File: src/rtl/lsu_pkg.sv
// Shared types and helpers for the load/store unit: access encodings,
// FSM states and lane sizing.
package lsu_pkg;

  localparam int DW_BYTES = 8;

  typedef enum logic [2:0] {
    LS_B   = 3'b000,
    LS_H   = 3'b001,
    LS_W   = 3'b010,
    LS_D   = 3'b011,
    LS_BU  = 3'b100,
    LS_HU  = 3'b101,
    LS_WU  = 3'b110,
    LS_ILL = 3'b111
  } func3_e;

  typedef enum logic [2:0] {
    IDLE = 3'd0,
    RD   = 3'd1,
    CAP  = 3'd2,
    WR   = 3'd3,
    DONE = 3'd4
  } state_e;

  function automatic logic [3:0] size_bytes(input logic [2:0] func3);
    logic [3:0] n;
    case (func3[1:0])
      2'b00:   n = 4'd1;
      2'b01:   n = 4'd2;
      2'b10:   n = 4'd4;
      default: n = 4'd8;
    endcase
    return n;
  endfunction

  // Offset bits that must be zero for a naturally aligned access.
  function automatic logic [2:0] alignMask(input logic [2:0] func3);
    logic [2:0] m;
    case (func3[1:0])
      2'b00:   m = 3'b000;
      2'b01:   m = 3'b001;
      2'b10:   m = 3'b011;
      default: m = 3'b111;
    endcase
    return m;
  endfunction

endpackage

File: src/rtl/lsu_if.sv
// Control-unit and data-memory signals of the load/store unit.
interface lsu_if #(
  parameter int ADDR_W = 64,
  parameter int DATA_W = 64
) ();
  logic              start;
  logic              is_store;
  logic [2:0]        func3;
  logic [ADDR_W-1:0] addr;
  logic [DATA_W-1:0] wdata;
  logic              busy;
  logic              done;
  logic              err;
  logic [DATA_W-1:0] rdata;
  logic [ADDR_W-1:0] mem_addr;
  logic              mem_wr;
  logic [DATA_W-1:0] mem_wdata;
  logic [DATA_W-1:0] mem_rdata;

  modport master (
    output start, is_store, func3, addr, wdata, mem_rdata,
    input  busy, done, err, rdata, mem_addr, mem_wr, mem_wdata
  );

  modport slave (
    input  start, is_store, func3, addr, wdata, mem_rdata,
    output busy, done, err, rdata, mem_addr, mem_wr, mem_wdata
  );
endinterface

File: src/rtl/lsu_lane_merge.sv
// Byte-lane datapath: extract/extend a load field from a doubleword and
// merge store bytes into an old doubleword.
module lsu_lane_merge
  import lsu_pkg::*;
(
  input  logic [2:0]  off,
  input  logic [2:0]  func3,
  input  logic [63:0] oldWord,
  input  logic [63:0] wdata,
  output logic [63:0] loadVal,
  output logic [63:0] mergedWord
);

  logic [5:0]  shAmt_s;
  logic [63:0] field_s;
  logic [63:0] laneMask_s;

  assign shAmt_s = {off, 3'b000};

  // Load field: shift the addressed lane down, then sign/zero-extend.
  always_comb begin
    field_s = oldWord >> shAmt_s;
    case (func3)
      LS_B:    loadVal = {{56{field_s[7]}}, field_s[7:0]};
      LS_H:    loadVal = {{48{field_s[15]}}, field_s[15:0]};
      LS_W:    loadVal = {{32{field_s[31]}}, field_s[31:0]};
      LS_D:    loadVal = field_s;
      LS_BU:   loadVal = {56'd0, field_s[7:0]};
      LS_HU:   loadVal = {48'd0, field_s[15:0]};
      LS_WU:   loadVal = {32'd0, field_s[31:0]};
      default: loadVal = 64'd0;
    endcase
  end

  // Store merge: replace bytes [off, off+size) with the low bytes of wdata.
  always_comb begin
    if (size_bytes(func3) == 4'(DW_BYTES)) begin
      laneMask_s = {64{1'b1}};
    end else begin
      laneMask_s = ((64'd1 << {size_bytes(func3), 3'b000}) - 64'd1) << shAmt_s;
    end
    mergedWord = (oldWord & ~laneMask_s) | ((wdata << shAmt_s) & laneMask_s);
  end

endmodule

File: src/rtl/load_store_unit.sv
// Multicycle load/store unit with read-modify-write for sub-word stores.
// Define LSU_MISALIGN_TRAP_EN to trap misaligned accesses instead of truncating the offset.
module load_store_unit
  import lsu_pkg::*;
#(
  parameter int ADDR_W = 64,
  parameter int DATA_W = 64
) (
  input logic  clk,
  input logic  reset,
  lsu_if.slave bus
);

  state_e            state_r;
  logic              isStore_r;
  logic [2:0]        func3_r;
  logic [2:0]        off_r;
  logic [DATA_W-1:0] wdata_r;
  logic [DATA_W-1:0] rdata_r;
  logic [DATA_W-1:0] memWdata_r;
  logic [ADDR_W-1:0] memAddr_r;
  logic              done_r;
  logic              err_r;
  logic              memWr_r;

  logic              illegal_s;
  logic              errReq_s;
  logic [2:0]        effOff_s;
  logic [DATA_W-1:0] loadVal_s;
  logic [DATA_W-1:0] mergedWord_s;

  // Request decode: illegal encodings, alignment and effective lane offset.
  always_comb begin
    if (bus.is_store) begin
      illegal_s = bus.func3[2];
    end else begin
      illegal_s = (bus.func3 == LS_ILL);
    end
`ifdef LSU_MISALIGN_TRAP_EN
    errReq_s = illegal_s | (|(bus.addr[2:0] & alignMask(bus.func3)));
    effOff_s = bus.addr[2:0];
`else
    errReq_s = illegal_s;
    effOff_s = bus.addr[2:0] & ~alignMask(bus.func3);
`endif
  end

  // mem_rdata is only consumed in CAP, where it holds the addressed doubleword.
  lsu_lane_merge u_lane_merge (
    .off        (off_r),
    .func3      (func3_r),
    .oldWord    (bus.mem_rdata),
    .wdata      (wdata_r),
    .loadVal    (loadVal_s),
    .mergedWord (mergedWord_s)
  );

  // Access sequencer with all outputs registered.
  always_ff @(posedge clk or negedge reset) begin
    if (!reset) begin
      state_r    <= IDLE;
      isStore_r  <= 1'b0;
      func3_r    <= 3'b000;
      off_r      <= 3'b000;
      wdata_r    <= '0;
      rdata_r    <= '0;
      memWdata_r <= '0;
      memAddr_r  <= '0;
      done_r     <= 1'b0;
      err_r      <= 1'b0;
      memWr_r    <= 1'b0;
    end else begin
      case (state_r)
        IDLE: begin
          done_r  <= 1'b0;
          err_r   <= 1'b0;
          memWr_r <= 1'b0;
          if (bus.start) begin
            isStore_r <= bus.is_store;
            func3_r   <= bus.func3;
            off_r     <= effOff_s;
            wdata_r   <= bus.wdata;
            memAddr_r <= {bus.addr[ADDR_W-1:3], 3'b000};
            if (errReq_s) begin
              done_r  <= 1'b1;
              err_r   <= 1'b1;
              state_r <= DONE;
            end else if (bus.is_store && (bus.func3 == LS_D)) begin
              memWdata_r <= bus.wdata;
              memWr_r    <= 1'b1;
              state_r    <= WR;
            end else begin
              state_r <= RD;
            end
          end else begin
            memAddr_r <= '0;
            state_r   <= IDLE;
          end
        end
        RD: state_r <= CAP;
        CAP: begin
          if (isStore_r) begin
            memWdata_r <= mergedWord_s;
            memWr_r    <= 1'b1;
            state_r    <= WR;
          end else begin
            rdata_r <= loadVal_s;
            done_r  <= 1'b1;
            state_r <= DONE;
          end
        end
        WR: begin
          memWr_r <= 1'b0;
          done_r  <= 1'b1;
          state_r <= DONE;
        end
        DONE: begin
          done_r    <= 1'b0;
          err_r     <= 1'b0;
          memAddr_r <= '0;
          state_r   <= IDLE;
        end
        default: state_r <= IDLE;
      endcase
    end
  end

  assign bus.busy      = (state_r != IDLE);
  assign bus.done      = done_r;
  assign bus.err       = err_r;
  assign bus.rdata     = rdata_r;
  assign bus.mem_addr  = memAddr_r;
  assign bus.mem_wr    = memWr_r;
  assign bus.mem_wdata = memWdata_r;

endmodule

File: src/flat_wrapper.sv
// flat-port wrapper written by rule: the top's interface ports become plain ports
module load_store_unit_flat import lsu_pkg::*;
#(
  parameter int ADDR_W = 64,
  parameter int DATA_W = 64
)
  (clk, reset, bus_start, bus_is_store, bus_func3, bus_addr, bus_wdata, bus_mem_rdata, bus_busy, bus_done, bus_err, bus_rdata, bus_mem_addr, bus_mem_wr, bus_mem_wdata);
  lsu_if #(.ADDR_W(ADDR_W), .DATA_W(DATA_W)) bus_i ();
  input logic clk;
  input logic reset;
  input wire logic [$bits(bus_i.start)-1:0] bus_start;
  input wire logic [$bits(bus_i.is_store)-1:0] bus_is_store;
  input wire logic [$bits(bus_i.func3)-1:0] bus_func3;
  input wire logic [$bits(bus_i.addr)-1:0] bus_addr;
  input wire logic [$bits(bus_i.wdata)-1:0] bus_wdata;
  input wire logic [$bits(bus_i.mem_rdata)-1:0] bus_mem_rdata;
  output wire logic [$bits(bus_i.busy)-1:0] bus_busy;
  output wire logic [$bits(bus_i.done)-1:0] bus_done;
  output wire logic [$bits(bus_i.err)-1:0] bus_err;
  output wire logic [$bits(bus_i.rdata)-1:0] bus_rdata;
  output wire logic [$bits(bus_i.mem_addr)-1:0] bus_mem_addr;
  output wire logic [$bits(bus_i.mem_wr)-1:0] bus_mem_wr;
  output wire logic [$bits(bus_i.mem_wdata)-1:0] bus_mem_wdata;
  assign bus_i.start = bus_start;
  assign bus_i.is_store = bus_is_store;
  assign bus_i.func3 = bus_func3;
  assign bus_i.addr = bus_addr;
  assign bus_i.wdata = bus_wdata;
  assign bus_i.mem_rdata = bus_mem_rdata;
  assign bus_busy = bus_i.busy;
  assign bus_done = bus_i.done;
  assign bus_err = bus_i.err;
  assign bus_rdata = bus_i.rdata;
  assign bus_mem_addr = bus_i.mem_addr;
  assign bus_mem_wr = bus_i.mem_wr;
  assign bus_mem_wdata = bus_i.mem_wdata;
  load_store_unit #(.ADDR_W(ADDR_W), .DATA_W(DATA_W)) u_core (.clk(clk), .reset(reset), .bus(bus_i));
endmodule
File: config.mk
export PLATFORM = sky130hd
export DESIGN_NAME = load_store_unit_flat
export DESIGN_NICKNAME = d
export VERILOG_FILES = /design/src/rtl/lsu_pkg.sv /design/src/rtl/lsu_if.sv /design/src/rtl/lsu_lane_merge.sv /design/src/rtl/load_store_unit.sv /design/src/flat_wrapper.sv
export SDC_FILE = /design/constraint.sdc
export NUM_CORES = 1
export LEC_CHECK = 0
export ABC_AREA = 0
export CAP_MARGIN = 20
export CORE_AREA = 2 2 226 139
export CTS_CLUSTER_SIZE = 40
export DETAILED_ROUTE_END_ITERATION = 10
export DIE_AREA = 0 0 228 141
export PLACE_DENSITY = 0.79
export SLEW_MARGIN = 20
export SYNTH_ARGS = -nofsm -noshare
export SYNTH_HDL_FRONTEND = slang
export SYNTH_SLANG_ARGS = --single-unit
File: constraint.sdc
create_clock -name clk -period 2.8 [get_ports clk]
set_clock_uncertainty 0.05 [all_clocks]
set_input_delay 0.56 -clock clk [delete_from_list [all_inputs] [get_ports clk]]
set_output_delay 0.56 -clock clk [all_outputs]
set_load 0.01 [all_outputs]
==> Yosys cells after proc, flatten, opt, wreduce, memory -nomap -nowiden <==
Index checks and enable logic that the tools add are counted.
{ "totals": {"regBits": 269, "latch_bits": 0, "ram_bits": 0, "romBits": 0, "in_bits": 199, "output_inout_bits": 196, "mem_count": 0} }
{ "classes": {"addsub": 1, "multipliers": 0, "div": 0, "n_lt_le_gt_ge": 0, "n_eq_ne": 22, "shift": 4, "mux": 28, "n_bitwise": 7, "reduce_logical": 15} }
{ "op_table": {"columns": ["cell", "count"], "rows": [
  ["$pmux W64 S7", 1],
  ["$mux W64", 6],
  ["$pmux W64 S2", 2],
  ["$and A64 B64 Y64", 2],
  ["$shl A64 B6 Y64", 2],
  ["$not A64 Y64", 1],
  ["$or A64 B64 Y64", 1],
  ["$shl A1 B7 Y64 const A", 1],
  ["$shr A64 B6 Y64", 1],
  ["$sub A64 B1 Y64 const B", 1],
  ["$eq A3 B2 Y1 const B", 5],
  ["$eq A3 B3 Y1 const B", 5],
  ["$pmux W3 S4", 1],
  ["$pmux W4 S3", 1],
  ["$mux W3", 3],
  ["$pmux W3 S3", 1],
  ["$mux W1", 8],
  ["$reduce_and A2 Y1", 4],
  ["$eq A3 B1 Y1 const B", 2],
  ["$logic_not A3 Y1", 2],
  ["$ne A2 B2 Y1 const B", 3],
  ["$reduce_bool A3 Y1", 2],
  ["$reduce_and A5 Y1", 1],
  ["$eq A2 B1 Y1 const B", 2],
  ["15 further kinds", 19]
]} }

==> Logic depth before layout (Yosys ltp) <==
Gate-level depths: netlist of run 1.
{ "logic_depth": {"depth_word": 13, "ltp_mapped": 9} }

==> Cells and area by module <==
Synthesis of run 1 repeated with hierarchy kept, for this count alone.
{ "unflattened": {"cells_unflattened": 1417, "area_unflattened_um2": 15605.0} }
{ "by_module_without_submodules": {"columns": ["module", "instances", "cells_per_inst", "area_each_um2", "seq_area_each_um2"], "rows": [
  ["load_store_unit", 1, 821, 10675.2, 6656.4],
  ["lsu_lane_merge", 1, 596, 4929.7, 0.0]
]} }

==> Least setup slack after synthesis of run 1 <==
Ideal clock, no wire load.
{ "synth_timing": {"path_kind": "input to register", "from": "input bus_mem_rdata[39]", "to": "register u_core.rdata_r[34] (netlist: u_core.bus.rdata[34])", "t_arrival_ns": 1.863, "required_ns": 2.626, "path_slack_ns": 0.762, "path_stages": 6, "path_buffers": 1, "path_cell_list": "mux2_4 > a32o_1 > a31o_2 > a221oi_4 > buf_6 > a21oi_1"} }
{ "synth_between": {"elab_chain_cells": 2} }
{ "synth_lines": {"columns": ["item", "line_no", "text"], "rows": [
  ["start, declared", "flat_wrapper.sv:16", "input wire logic [$bits(bus_i.mem_rdata)-1:0] bus_mem_rdata;"],
  ["$shr A64 B6 Y64", "lsu_lane_merge.sv:22", "field_s = oldWord >> shAmt_s;"],
  ["$pmux W64 S7", "lsu_lane_merge.sv:23", "case (func3)"],
  ["end signal, assigned", "load_store_unit.sv:107", "rdata_r <= loadVal_s;"],
  ["end, declared", "load_store_unit.sv:19", "logic [DATA_W-1:0] rdata_r;"]
]} }
No other way between the ends.
A chain may end at the register's enable or synchronous reset.

==> Final worst setup path of run 1 <==
{ "layout_timing": {"from": "register u_core.state_r[0]", "to": "output bus_busy"} }
{ "layout_between": {"elab_chain_cells": 1} }
{ "layout_lines": {"columns": ["item", "line_no", "text"], "rows": [
  ["start, declared", "load_store_unit.sv:14", "state_e state_r;"],
  ["start signal, assigned", "load_store_unit.sv:61", "state_r <= IDLE;"],
  ["start signal, assigned", "load_store_unit.sv:87", "state_r <= DONE;"],
  ["start signal, assigned", "load_store_unit.sv:91", "state_r <= WR;"],
  ["$reduce_bool A3 Y1", "load_store_unit.sv:128", "assign bus.busy = (state_r != IDLE);"],
  ["end, declared", "flat_wrapper.sv:17", "output wire logic [$bits(bus_i.busy)-1:0] bus_busy;"]
]} }
No other way between the ends.

==> results.sh, run 1 <==
export IMPL_finalCriticalPeriod_ps=2750
export IMPL_final_fill_count=2438
export IMPL_drive_gt1_frac=0.121
export IMPL_async_reset_ff_frac=1.00
export IMPL_dr_pass1_iters=9
export IMPL_yosysTopAreaCellShare=0.448
export IMPL_design_portCount=395
export IMPL_part_of_the_power_in_the_clock_network=0.142
export IMPL_drt_antenna_violating_nets=0
export IMPL_power_share_sequential=0.282
export IMPL_grt_remaining_overflow=0
export IMPL_gr_usage_met2=0.546
export IMPL_outcome="finished, final reports clean"
export IMPL_ff_latch_area_um2=6670
export IMPL_die_area_um2=32100
export IMPL_setup_viol=0
export IMPL_ir_drop_mv=0.722
export IMPL_multi_input_area_um2=7540
export IMPL_first_iter_violations=2484
export IMPL_clk_transition_reported_paths_ps=60
export IMPL_synth_flop_cell="sky130_fd_sc_hd__dfrtp_1"
export IMPL_crit_path_start_kind="flop"
export IMPL_yosys_cell_types_count=59
export IMPL_tightest_slew_ps=1020
export IMPL_count_of_flip_flops_with_a_built_in_enable_after_synthesis=0
export IMPL_cp_num_buf_inv=2
export IMPL_total_switching_power_mw=12.4
export IMPL_rsz0062_at_grt="no"
export IMPL_slew_violations=0
export IMPL_tritoncts="done"
export IMPL_synth_ff_latch_count=266
export IMPL_synth_cell_area_um2=14900
export IMPL_synth_cells_most_frequent="sky130_fd_sc_hd__nand2_1, sky130_fd_sc_hd__dfrtp_1, sky130_fd_sc_hd__o21ai_0"
export IMPL_groute_layer_met1_usage=0.568
export IMPL_drc=0
export IMPL_tritoncts_num_sinks=266
export IMPL_critPathRequiredTime_ps=2190
export IMPL_synth_most_common_cell="sky130_fd_sc_hd__nand2_1"
export IMPL_cts_buffers=27
export IMPL_hold_violations=0
export IMPL_x_dimension_of_the_die_um=228
export IMPL_critical_path_top_delay_family="buffers and inverters"
export IMPL_max_freq_mhz=364
export IMPL_antenna_cells_inserted=0
export IMPL_clk_path_buf_depth=3
export IMPL_worst_hold_endpoint="u_core.wdata_r[57]"
export IMPL_critical_path_reg2reg_startpoint="u_core.off_r[1]"
export IMPL_p_total_mw=27.4
export IMPL_share_comb_of_total_power=0.575
export IMPL_final_cycle_utilization_of_the_critical_path=0.982
export IMPL_synthTopCellsByArea="sky130_fd_sc_hd__dfrtp_1, sky130_fd_sc_hd__nand2_1, sky130_fd_sc_hd__mux2i_1, sky130_fd_sc_hd__o21ai_0, sky130_fd_sc_hd__a22o_1"
export IMPL_final_cells=2465
export IMPL_largest_net_degree_at_the_start_of_global_routing=96
export IMPL_reg2reg_setup_slack_ps=150
export IMPL_sw_frac_of_total=0.454
export IMPL_finalNetCount=2227
export IMPL_globalRouteMet3Util=0.157
export IMPL_grt_busiest_layer="met1"
export IMPL_htree_levels=1
export IMPL_initial_core_util=0.489
export IMPL_global_route_usage_total=0.394
export IMPL_numPortBuffers=391
export IMPL_num_vias=15633
export IMPL_dpl_cell_count=2413
export IMPL_portion_of_the_post_synthesis_area_used_by_sequential_elements=0.448
export IMPL_rows=50
export IMPL_worstReg2RegEnd="u_core.bus.mem_wdata[20]"
export IMPL_gp_weighted_congestion=1.01
export IMPL_core_area_um2=30400
export IMPL_library_cell_occupying_the_most_area_in_the_post_synthesis_netlist="sky130_fd_sc_hd__dfrtp_1"
export IMPL_timing_hold_worst_start="u_core.wdata_r[57]"
export IMPL_critPathKind="reg2out"
export IMPL_syn_to_final_growth_pct=38.8
export IMPL_critPathSlowestCell="sky130_fd_sc_hd__dfrtp_2"
export IMPL_post_dp_hpwl_mm=49.1
export IMPL_syn_avg_cell_area_um2=9.08
export IMPL_grt_first_pass_wirelength_mm=95.3
export IMPL_timing_critical_path_fanout_max=11
export IMPL_holdCritPathClass="reg2reg"
export IMPL_first_global_vias=14756
export IMPL_rel_slew_slack=0.316
export IMPL_max_stage_delay_ps=500
export IMPL_max_cap_violations=0
export IMPL_worst_hold_path_num_cells=2
export IMPL_fp_dieH_um=141
export IMPL_fin_setup_tns_ps=0
export IMPL_antenna_found_initial=0
export IMPL_rr_worst_depth=5
export IMPL_finalWirelength_mm=65.3
export IMPL_clk_insertion_delay_late_ps=570
export IMPL_post_synth_inst_count=1637
export IMPL_avgViaCountPerCell=6.34
export IMPL_cell_internal_pwr_mw=14.9
export IMPL_worst_endpoint_arrival_ps=2140
export IMPL_total_leakage_power_nw=8.88
export IMPL_crit_path_end_kind="output port"
export IMPL_crit_chain="or2_2 > nor2_1 > inv_1 > clkdlybuf4s50_1"
export IMPL_power_density_over_cell_area_nw_per_um2=1330
export IMPL_wl_per_cell_um=26.5
export IMPL_cts_root_buf="sky130_fd_sc_hd__clkbuf_16"
export IMPL_yosysWarnings=0
-- worst register-to-register path, delay by kind of cell (launching register included) --
kind / cells / cell delay, ps
AOI/OAI and AO/OA: 3 / 1360
buffers and inverters: 1 / 290
DFF: 1 / 710
muxes: 1 / 150
-- worst max path at each step --
stage,startpoint,to,cells past startpoint
after global routing,u_core.state_r[0],bus_busy,4
after floorplan,bus_mem_rdata[39],u_core.bus.rdata[34],6
after global placement,u_core.off_r[1],u_core.bus.mem_wdata[15],6
after CTS,u_core.state_r[0],bus_busy,4
after detailed placement,u_core.off_r[1],u_core.bus.mem_wdata[15],6
final,u_core.state_r[0],bus_busy,4
-- logic make-up (layout without fill, tap and decap cells) --
family,after synthesis,after routing,share of synthesized area
compound gates,569,569,0.250
buf+inv,153,563,0.0487
flops,266,266,0.448
mux,157,157,0.112
other cells,1,3,0.000252
simple gates,491,491,0.141
-- power by group through the flow --
stage          clock network, mW  logic, mW  registers, mW
6_report                    3.90       15.8           7.73
5_1_grt                     4.07       16.6           7.85
4_1_cts                     3.90       15.3           7.62
3_5_place_dp                   0       15.1           7.63
3_3_place_gp                   0       14.9           7.58
2_1_floorplan                  0       7.88           7.43
-- cell type report --
| class | instances | share of cell area |
|---|---|---|
| multi-input combinational | 1220 | 0.365 |
| sequential | 266 | 0.323 |
| timing repair buffer | 508 | 0.239 |
| clock buffer | 36 | 0.0368 |
| tap | 416 | 0.0252 |
| clock inverter | 14 | 0.00910 |
| inverter | 5 | 0.000910 |
-- per-layer routing --
| layer | wire length (um) | up-vias |
|---|---|---|
| li1 | - | 6752 |
| met1 | 27700 | 7713 |
| met2 | 26700 | 1033 |
| met3 | 9060 | 133 |
| met4 | 1770 | 2 |
| met5 | 138 | - |
-- flip-flops by register name, summed over array words and instances (netlist names), 3 cells and up --
| name | count |
|---|---|
| u_core.bus.mem_addr | 61 |
| u_core.bus.mem_wdata | 64 |
| u_core.bus.rdata | 64 |
| u_core.func3_r | 3 |
| u_core.off_r | 3 |
| u_core.state_r | 3 |
| u_core.wdata_r | 64 |
-- what timing repair did --
action / in CTS / in global routing
setup buffers: 0 / 1
setup endpoints to repair: 1 / 7
hold buffers: 1 / 0
resized for setup: 1 / 2
endpoints found under the hold margin: 64 / 0
-- metrics by stage --
step,cell area (um^2),setup WS (ps),util,hold WS (ps)
global route,20600,14.8,0.678,456
CTS,20600,65.4,0.678,424
finish,20600,51.1,0.678,425
detailed placement,19600,155,0.646,409
floorplan,14900,762,-,214
global placement,19600,196,0.646,408
-- layout by cell type (no fill, tap or decap), types with 11 or more instances in the layout --
cell type                         Yosys  layout
sky130_fd_sc_hd__and3_1              25      25
sky130_fd_sc_hd__a21o_1              11      11
sky130_fd_sc_hd__nor2_1              81      79
sky130_fd_sc_hd__nand2_1            319     318
sky130_fd_sc_hd__buf_4               16     105
sky130_fd_sc_hd__o311a_1             15      15
sky130_fd_sc_hd__mux2_2              47      47
sky130_fd_sc_hd__o22ai_1             25      25
sky130_fd_sc_hd__dfrtp_1            266     262
sky130_fd_sc_hd__nand3_1             13      13
sky130_fd_sc_hd__a211oi_1            29      29
sky130_fd_sc_hd__buf_12               0      11
sky130_fd_sc_hd__clkdlybuf4s50_1      0     390
sky130_fd_sc_hd__a22oi_1             52      52
sky130_fd_sc_hd__a221oi_1            31      31
sky130_fd_sc_hd__o21ai_0            169     169
sky130_fd_sc_hd__a21oi_1            105     104
sky130_fd_sc_hd__a22o_1              61      61
sky130_fd_sc_hd__clkbuf_16            0      27
sky130_fd_sc_hd__mux2i_1            107     107
sky130_fd_sc_hd__a31oi_1             22      22
sky130_fd_sc_hd__nor2b_1             19      19
No activity file was read; power rests on OpenSTA's default activity.
==> run 2, diff against run 1 <==
--- a/config.mk
+++ b/config.mk
@@ -11,6 +11,7 @@
 export CTS_CLUSTER_SIZE = 40
 export DETAILED_ROUTE_END_ITERATION = 10
 export DIE_AREA = 0 0 228 141
+export GPL_TIMING_DRIVEN = 0
 export PLACE_DENSITY = 0.79
 export SLEW_MARGIN = 20
 export SYNTH_ARGS = -nofsm -noshare
==> run 2 against run 1 <==
  * The flow now finishes with violations (negative setup slack)
  * Setup slack got worse by 94 ps
  * Flip-flop and latch count did not move
  * Global-route usage rose by 6.8 points
  * Power rose by 2.3%
  * First-iteration DRC count barely moved
  * Clock power fell by 4%
  * Sequential power fell by 2.8%
  * Cell area fell by 1.2%
  * Critical path depth rose by 4
  * Critical path type is now reg2reg
  * Critical endpoint is now u_core.bus.mem_wdata[43]
==> results.sh, run 2 (same netlist as run 1, synthesis figures left out) <==
export IMPL_holdCritPathClass="reg2reg"
export IMPL_tightest_slew_ps=1050
export IMPL_whs_ps=428
export IMPL_x_dimension_of_the_die_um=228
export IMPL_sw_frac_of_total=0.487
export IMPL_cts_setup_buffers=0
export IMPL_multi_input_area_um2=7580
export IMPL_setup_viol=1
export IMPL_part_of_the_power_in_the_clock_network=0.133
export IMPL_top_library_cells_by_usage_in_the_layout_fill_and_taps_aside="sky130_fd_sc_hd__clkdlybuf4s50_1, sky130_fd_sc_hd__nand2_1, sky130_fd_sc_hd__dfrtp_1, sky130_fd_sc_hd__o21ai_0, sky130_fd_sc_hd__a21oi_1"
export IMPL_p_total_mw=28.0
export IMPL_power_density_over_cell_area_nw_per_um2=1370
export IMPL_wl_per_cell_um=30.7
export IMPL_rsz0062_at_grt="no"
export IMPL_critPathSlowestCell="sky130_fd_sc_hd__a22oi_1"
export IMPL_avgViaCountPerCell=6.66
export IMPL_outcome="finished with violations"
export IMPL_max_stage_delay_ps=580
export IMPL_antenna_found_initial=3
export IMPL_crit_chain="buf_6 > nor2b_1 > clkbuf_1 > clkbuf_1 > a22oi_1 > o21ai_0 > mux2i_1 > o21ai_0"
export IMPL_worst_endpoint_arrival_ps=3240
export IMPL_clk_path_buf_depth=3
export IMPL_share_comb_of_total_power=0.599
export IMPL_slew_violations=0
export IMPL_groute_layer_met1_usage=0.664
export IMPL_gp_weighted_congestion=1.11
export IMPL_drt_antenna_violating_nets=0
export IMPL_violations="negative setup slack"
export IMPL_cts_buffers=25
export IMPL_rel_slew_slack=0.293
export IMPL_fp_dieH_um=141
export IMPL_power_share_sequential=0.268
export IMPL_finalNetCount=2259
export IMPL_timing_critical_path_fanout_max=10
export IMPL_num_vias=16641
export IMPL_clk_transition_reported_paths_ps=70
export IMPL_rows=50
export IMPL_post_route_util=0.670
export IMPL_critPathRequiredTime_ps=3200
export IMPL_clk_insertion_delay_late_ps=580
export IMPL_cts_root_buf="sky130_fd_sc_hd__clkbuf_16"
export IMPL_design_portCount=395
export IMPL_drive_gt1_frac=0.0976
export IMPL_crit_path_end_kind="flop"
export IMPL_grt_busiest_layer="met1"
export IMPL_finalWirelength_mm=76.7
export IMPL_first_iter_violations=2482
export IMPL_tritoncts_num_sinks=266
export IMPL_core_area_um2=30400
export IMPL_final_fill_count=2388
export IMPL_cell_internal_pwr_mw=14.4
export IMPL_numPortBuffers=391
export IMPL_grt_first_pass_wirelength_mm=108
export IMPL_crit_path_start_kind="flop"
export IMPL_tritoncts="done"
export IMPL_htree_levels=1
export IMPL_drc=0
export IMPL_max_cap_violations=0
export IMPL_ff_latch_area_um2=6660
export IMPL_finalCriticalPeriod_ps=2840
export IMPL_dr_pass1_iters=6
export IMPL_critPathKind="reg2reg"
export IMPL_die_area_um2=32100
export IMPL_hold_violations=0
export IMPL_gr_usage_met2=0.602
export IMPL_reg2reg_setup_slack_ps=-40
export IMPL_total_switching_power_mw=13.6
export IMPL_ir_drop_mv=0.853
export IMPL_postLayoutSetupSlackWorst_ps=-42.4
export IMPL_total_leakage_power_nw=8.69
export IMPL_critical_path_top_delay_family="compound AO/OA/AOI/OAI gates"
export IMPL_post_dp_hpwl_mm=60.2
export IMPL_max_freq_mhz=352
export IMPL_globalRouteMet3Util=0.233
export IMPL_first_global_vias=15611
export IMPL_cp_num_buf_inv=3
export IMPL_final_cycle_utilization_of_the_critical_path=1.02
export IMPL_syn_to_final_growth_pct=37.1
export IMPL_grt_remaining_overflow=0
export IMPL_largest_net_degree_at_the_start_of_global_routing=99
export IMPL_final_common_cell="sky130_fd_sc_hd__clkdlybuf4s50_1"
export IMPL_global_route_usage_total=0.461
export IMPL_initial_core_util=0.489
## run 2: power groups by stage
stage                     combinational, mW  sequential, mW  clock, mW
after detailed placement               15.7            7.36          0
final                                  16.8            7.51       3.73
after CTS                              15.9            7.34       3.72
after floorplan                        7.88            7.43          0
after global placement                 15.4            7.30          0
after global routing                   17.4            7.59       3.88
## run 2: cell type report
| class | count | share of cell area |
|---|---|---|
| Multi-Input combinational cell | 1220 | 0.372 |
| Sequential cell | 266 | 0.327 |
| Timing Repair Buffer | 395 | 0.196 |
| Clock buffer | 38 | 0.0365 |
| Buffer | 147 | 0.0351 |
| Tap cell | 416 | 0.0255 |
| Clock inverter | 8 | 0.00682 |
| Inverter | 5 | 0.000921 |
| Antenna cell | 3 | 0.000368 |
## run 2: per-layer routing
layer	up-vias	share of wire
li1	6810	-
met1	8222	0.42
met2	1421	0.39
met3	186	0.17
met4	2	0.030
met5	-	0.00017
## run 2: per-stage QoR
stage / area [um^2] / instances / TNS [ps] / setup WS [ps]
global placement: 19300 / 2446 / -2673360 / -9910
CTS: 20300 / 2496 / 0 / 1.07
floorplan: 14900 / 1639 / 0 / 762
global route: 20400 / 2497 / 0 / 1.28
finish: 20400 / 2498 / -42.4 / -42.4
detailed placement: 19400 / 2449 / -30260 / -639
## run 2: worst paths after layout
path                                    start                  endpoint  depth (start not counted)
min                        u_core.wdata_r[62]        u_core.wdata_r[62]                          2
max in group asynchronous               reset      u_core.bus.rdata[48]                          3
max reg2reg                   u_core.off_r[1]  u_core.bus.mem_wdata[43]                          8
min reg2reg                u_core.wdata_r[62]        u_core.wdata_r[62]                          2
min in group asynchronous               reset   u_core.bus.mem_addr[47]                          2
max                           u_core.off_r[1]  u_core.bus.mem_wdata[43]                          8
## run 2: repair_timing
item,in CTS,in global routing
hold endpoints to repair,76,0
pin swaps,0,3
hold buffers,1,0
gates resized for setup,4,40
endpoints found under the setup margin,11,85
## run 2: worst reg2reg max path: stages, from the launching register on
cell,delay [ps]
sky130_fd_sc_hd__dfrtp_1,380
sky130_fd_sc_hd__buf_6,150
sky130_fd_sc_hd__nor2b_1,140
sky130_fd_sc_hd__clkbuf_1,260
sky130_fd_sc_hd__clkbuf_1,370
sky130_fd_sc_hd__a22oi_1,580
sky130_fd_sc_hd__o21ai_0,300
sky130_fd_sc_hd__mux2i_1,360
sky130_fd_sc_hd__o21ai_0,130
==> run 3, diff against run 2 <==
--- a/config.mk
+++ b/config.mk
@@ -12,6 +12,7 @@
 export DETAILED_ROUTE_END_ITERATION = 10
 export DIE_AREA = 0 0 228 141
 export GPL_TIMING_DRIVEN = 0
+export HOLD_SLACK_MARGIN = 0.05
 export PLACE_DENSITY = 0.79
 export SLEW_MARGIN = 20
 export SYNTH_ARGS = -nofsm -noshare
==> results of run 3 <==
Final layout, timing and power as in run 2 (identical DEF).
